### config.mk
export PLATFORM = sky130hd
export DESIGN_NAME = multicycle_main_fsm
export DESIGN_NICKNAME = d
export VERILOG_FILES = /design/src/rtl/riscv_ctrl_pkg.sv /design/src/rtl/multicycle_main_fsm.sv
export SDC_FILE = /design/constraint.sdc
export NUM_CORES = 1
export LEC_CHECK = 0
export CORE_ASPECT_RATIO = 1.25
export CORE_MARGIN = 4
export CORE_UTILIZATION = 35
export CTS_CLUSTER_SIZE = 40
export DETAILED_ROUTE_END_ITERATION = 6
export PLACE_DENSITY = 0.68
export SLEW_MARGIN = 20
export SYNTH_ARGS = -nofsm -noshare
export SYNTH_HDL_FRONTEND = slang
export SYNTH_SLANG_ARGS = --single-unit
### constraint.sdc
create_clock -name clk -period 4.2 [get_ports clk]
set_clock_uncertainty 0.15 [all_clocks]
set_input_delay 0.42 -clock clk [delete_from_list [all_inputs] [get_ports clk]]
set_output_delay 0.42 -clock clk [all_outputs]
set_load 0.01 [all_outputs]
### src/rtl/riscv_ctrl_pkg.sv
// Shared control definitions for the multicycle RV32I core:
// FSM states, opcodes, ALUOp codes and datapath mux selects.
package riscv_ctrl_pkg;

    localparam int STATE_W = 4;

    typedef enum logic [STATE_W-1:0] {
        S_FETCH    = 4'd0,
        S_DECODE   = 4'd1,
        S_MEMADR   = 4'd2,
        S_MEMREAD  = 4'd3,
        S_MEMWB    = 4'd4,
        S_MEMWRITE = 4'd5,
        S_EXECR    = 4'd6,
        S_EXECI    = 4'd7,
        S_ALUWB    = 4'd8,
        S_JAL      = 4'd9,
        S_BEQ      = 4'd10,
        S_ILLEGAL  = 4'd11
    } state_t;

    localparam logic [6:0] OP_LW  = 7'b0000011;
    localparam logic [6:0] OP_SW  = 7'b0100011;
    localparam logic [6:0] OP_R   = 7'b0110011;
    localparam logic [6:0] OP_I   = 7'b0010011;
    localparam logic [6:0] OP_JAL = 7'b1101111;
    localparam logic [6:0] OP_BEQ = 7'b1100011;

    localparam logic [1:0] ALUOP_ADD   = 2'b00;
    localparam logic [1:0] ALUOP_SUB   = 2'b01;
    localparam logic [1:0] ALUOP_FUNCT = 2'b10;

    localparam logic [1:0] SRCA_PC    = 2'b00;
    localparam logic [1:0] SRCA_OLDPC = 2'b01;
    localparam logic [1:0] SRCA_RD1   = 2'b10;

    localparam logic [1:0] SRCB_RD2  = 2'b00;
    localparam logic [1:0] SRCB_IMM  = 2'b01;
    localparam logic [1:0] SRCB_FOUR = 2'b10;

    localparam logic [1:0] RES_ALUOUT    = 2'b00;
    localparam logic [1:0] RES_DATA      = 2'b01;
    localparam logic [1:0] RES_ALURESULT = 2'b10;

    function automatic state_t decode_next(input logic [6:0] op);
        case (op)
            OP_LW, OP_SW: return S_MEMADR;
            OP_R:         return S_EXECR;
            OP_I:         return S_EXECI;
            OP_JAL:       return S_JAL;
            OP_BEQ:       return S_BEQ;
            default:      return S_ILLEGAL;
        endcase
    endfunction

endpackage

### src/rtl/multicycle_main_fsm.sv
// Main control FSM of the multicycle core: sequences fetch, decode,
// execute, memory and writeback and drives datapath selects/enables.
module multicycle_main_fsm
    import riscv_ctrl_pkg::*;
(
    input  logic       clk,
    input  logic       reset,
    input  logic [6:0] op,
    input  logic       zero,
    input  logic       mem_ready,
    output logic [1:0] alu_op,
    output logic [1:0] alu_src_a,
    output logic [1:0] alu_src_b,
    output logic [1:0] result_src,
    output logic       adr_src,
    output logic       ir_write,
    output logic       pc_write,
    output logic       reg_write,
    output logic       mem_write,
    output logic       instr_done,
    output logic       illegal
);

    state_t state;
    state_t state_next;
    state_t cur;

    always_comb begin
        state_next = state;
        case (state)
            S_FETCH:    if (mem_ready) state_next = S_DECODE;
            S_DECODE:   state_next = decode_next(op);
            S_MEMADR:   state_next = op[5] ? S_MEMWRITE : S_MEMREAD;
            S_MEMREAD:  if (mem_ready) state_next = S_MEMWB;
            S_MEMWB:    state_next = S_FETCH;
            S_MEMWRITE: if (mem_ready) state_next = S_FETCH;
            S_EXECR:    state_next = S_ALUWB;
            S_EXECI:    state_next = S_ALUWB;
            S_ALUWB:    state_next = S_FETCH;
            S_JAL:      state_next = S_ALUWB;
            S_BEQ:      state_next = S_FETCH;
            default:    state_next = S_ILLEGAL;
        endcase
    end

    always_ff @(posedge clk) begin
        if (reset) begin
            state   <= S_FETCH;
            illegal <= 1'b0;
        end else begin
            state   <= state_next;
            illegal <= illegal | (state_next == S_ILLEGAL);
        end
    end

    // Reset shows FETCH selects; enables are squashed below.
    assign cur = reset ? S_FETCH : state;

    always_comb begin
        alu_op     = ALUOP_ADD;
        alu_src_a  = SRCA_PC;
        alu_src_b  = SRCB_RD2;
        result_src = RES_ALUOUT;
        adr_src    = 1'b0;
        ir_write   = 1'b0;
        pc_write   = 1'b0;
        reg_write  = 1'b0;
        mem_write  = 1'b0;
        instr_done = 1'b0;
        case (cur)
            S_FETCH: begin
                alu_src_b  = SRCB_FOUR;
                result_src = RES_ALURESULT;
                ir_write   = mem_ready;
                pc_write   = mem_ready;
            end
            S_DECODE: begin
                alu_src_a = SRCA_OLDPC;
                alu_src_b = SRCB_IMM;
            end
            S_MEMADR: begin
                alu_src_a = SRCA_RD1;
                alu_src_b = SRCB_IMM;
            end
            S_MEMREAD: adr_src = 1'b1;
            S_MEMWB: begin
                result_src = RES_DATA;
                reg_write  = 1'b1;
                instr_done = 1'b1;
            end
            S_MEMWRITE: begin
                adr_src    = 1'b1;
                mem_write  = 1'b1;
                instr_done = mem_ready;
            end
            S_EXECR: begin
                alu_src_a = SRCA_RD1;
                alu_op    = ALUOP_FUNCT;
            end
            S_EXECI: begin
                alu_src_a = SRCA_RD1;
                alu_src_b = SRCB_IMM;
                alu_op    = ALUOP_FUNCT;
            end
            S_ALUWB: begin
                reg_write  = 1'b1;
                instr_done = 1'b1;
            end
            S_JAL: begin
                alu_src_a = SRCA_OLDPC;
                alu_src_b = SRCB_FOUR;
                pc_write  = 1'b1;
            end
            S_BEQ: begin
                alu_src_a  = SRCA_RD1;
                alu_op     = ALUOP_SUB;
                pc_write   = zero;
                instr_done = 1'b1;
            end
            default: ;
        endcase
        if (reset) begin
            ir_write   = 1'b0;
            pc_write   = 1'b0;
            reg_write  = 1'b0;
            mem_write  = 1'b0;
            instr_done = 1'b0;
        end
    end

endmodule
==> flow_metrics.py <==
metrics = {
    "yosys": {
        "syn_inst": 89,
        "synthTopCellsByArea": "dfxtp_1, buf_2, nand2_1",
        "yosys.area.top_type": "dfxtp_1",
        "yosys.area.top_type_share_pct": 15.94,
        "yosysWarnings": 0,
        "synth_area_per_cell_um2": 7.057,
        "synth-seq-area-share_pct": 15.94,
        "synth.distinct_cells": 40,
        "ys_ff_latch": 5,
        "synth_area_um2": 628.1,
        "synth_ff_type": "dfxtp_1",
        "synth_edf_count": 0,
        "async_flop_share_pct": 0,
        "syn_nets": 100,
    },
    "die": {
        "fp.dieArea_um2": 2541,
        "ios": 26,
        "die_h_um": 55.37,
        "die_x_um": 45.89,
        "start_util_pct": 38.26,
        "core_area_um2": 1642,
        "core.rowCount": 16,
    },
    "place": {
        "hpwl_um": 1200,
        "gp_congestion": 0.7777,
        "place_area_um2": 849.6,
        "port-buffer-count": 25,
    },
    "clocking": {
        "clock-sinks": 5,
        "h-tree-depth": 1,
        "post-cts-setup-buffers": 0,
        "postCtsHoldBufs": 0,
        "cts_tree": "built",
        "cts_resized": 0,
        "clk_path_buf_depth": 2,
        "clk_pin_slew_ns": 0.04,
        "cts_inserted_buffers": 3,
        "clock_latency_ns": 0.25,
        "clockRootBuffer": "clkbuf_4",
    },
    "power": {
        "internal_power_uw": 253.0,
        "clockPowerShare_pct": 11.9,
        "p_leak_uw": 0.0003085,
        "power_frac_comb_pct": 57.6,
        "power.switching_uw": 216.4,
        "vdd.ir_drop.worst_mv": 0.2402,
        "powerDensity_nw_per_um2": 536.0,
        "seqPwrFrac_pct": 30.5,
        "switching_share_pct": 46.11,
    },
    "sta": {
        "fin_tns_setup_ns": 0,
        "post-route-period-util_pct": 72.04,
        "slew_violations": 0,
        "hold_viol": 0,
        "grt_setup_unrepaired": "no",
        "period_minus_slack_ns": 3.026,
        "maxSlewHeadroom_pct": 49.76,
        "setup_viol": 0,
        "worst_slew_pin_slew_ns": 0.7526,
        "fmax_mhz": 330.5,
    },
    "worst_hold_path": {
        "hp-class": "reg2reg",
        "holdPathStages": 1,
    },
    "cells_and_area": {
        "fillers": 174,
        "final_cell_mix": "clkdlybuf4s50_1, nand2_1, nor2_1",
        "finalNetCount": 121,
        "fin_area_um2": 875.8,
        "layout_commonest_cell": "clkdlybuf4s50_1",
        "drive_above_1_share_pct": 6.422,
        "area_growth_pct": 39.44,
        "regArea_um2": 100.1,
        "antenna_cells": 0,
        "multi_input_area_um2": 465.4,
    },
    "grt": {
        "grt_usage_pct": 13.43,
        "grt_pass1_wl_um": 2739,
        "grt_max_degree": 25,
        "gr-total-overflow": 0,
        "grt_pass1_vias": 655,
        "antenna_found_initial": 0,
    },
    "worst_setup_path": {
        "crit_path_max_fanout": 13,
        "end_kind": "output port",
        "cp.arrival_ns": 2.46,
        "worstPathRequired_ns": 3.63,
        "crit_type": "in2out",
        "crit_path_start_kind": "primary input",
        "reg2reg_depth": 4,
    },
    "drt": {
        "vias": 728,
        "drc": 0,
        "drt-total-wl_um": 1676,
        "wire_per_inst_um": 13.20,
        "dr.pass1.iters": 4,
        "drt_iter0_drc": 3,
        "viasPerCell": 5.732,
        "postRouteAntennaNets": 0,
    },
    "run_status": {
        "status": "finished clean",
    },
    "job": {
        "drv_cap": 0,
    },
}
metrics by stage:
| step | setup slack (ns) | total power [µW] | utilization [%] | instances | hold WS (ns) |
|---|---|---|---|---|---|
| after floorplan | 2.132 | 321.8 | - | 89 | 0.3592 |
| after global placement | 1.227 | 417.1 | 51.75 | 123 | 0.3304 |
| after detailed placement | 1.177 | 414.5 | 51.75 | 123 | 0.3148 |
| after CTS | 1.173 | 472.7 | 53.35 | 127 | 0.3284 |
| after global routing | 1.023 | 517.9 | 53.35 | 127 | 0.3507 |
| final | 1.174 | 469.4 | 53.35 | 127 | 0.3264 |
registers in the layout, indices dropped and copies added, names as in the netlist:
name     cells
state        4
illegal      1
Yosys cell counts, types with 2 or more instances:
library cell,number
buf_2,8
nor2_1,7
nand3_1,3
dfxtp_1,5
o21bai_1,2
nor3b_1,3
o21ai_0,3
xnor2_1,3
nand2b_1,5
nor3_1,5
xor2_1,2
inv_1,3
a31oi_1,2
nor4_1,2
nand2_1,9
or3_1,2
a32oi_1,2
power by group through the flow:
stage / Sequential [µW] / Combinational [µW] / Clock [µW]
after detailed placement: 143 / 272 / 0
after CTS: 142 / 273 / 57.5
after floorplan: 75.0 / 247 / 0
after global routing: 152 / 305 / 60.8
final: 143 / 270 / 56.1
after global placement: 145 / 273 / 0
routing by layer:
metal / GRT usage, % / share of wire, % / vias to the layer above
met4: 6.098 / 1.8 / 0
met1: 17.90 / 44 / 333
li1: - / - / 369
met2: 21.06 / 48 / 22
met5: 0 / 0 / -
met3: 0.9740 / 5.8 / 4
cell type report:
class / count / area share (%)
Timing Repair Buffer: 25 / 28.57
Tap cell: 18 / 2.571
Clock buffer: 4 / 3.000
Multi-Input combinational cell: 72 / 53.14
Inverter: 3 / 1.286
Sequential cell: 5 / 11.43
worst paths after layout:
path | startpoint | to | slack [ns]
hold reg to reg | illegal | illegal | 0.33
setup reg to reg | state[0] | illegal | 2.29
setup / recovery | reset | pc_write | 1.17
hold / removal | illegal | illegal | 0.33
cells by family after synthesis:
logic type / share of synthesized area [%]
and+or+nand+nor: 39.84
AOI/OAI and AO/OA: 27.29
buffers and inverters: 9.960
xor gates and xnor gates: 6.973
DFF: 15.94
worst max-delay path, stage by stage:
cell and delay (ns):
clkdlybuf4s50_1 0.72, inv_1 0.23, o22ai_1 0.16, a32oi_1 0.07
o41ai_1 0.26, clkdlybuf4s50_1 0.59
(Power assumes the default switching activity.)
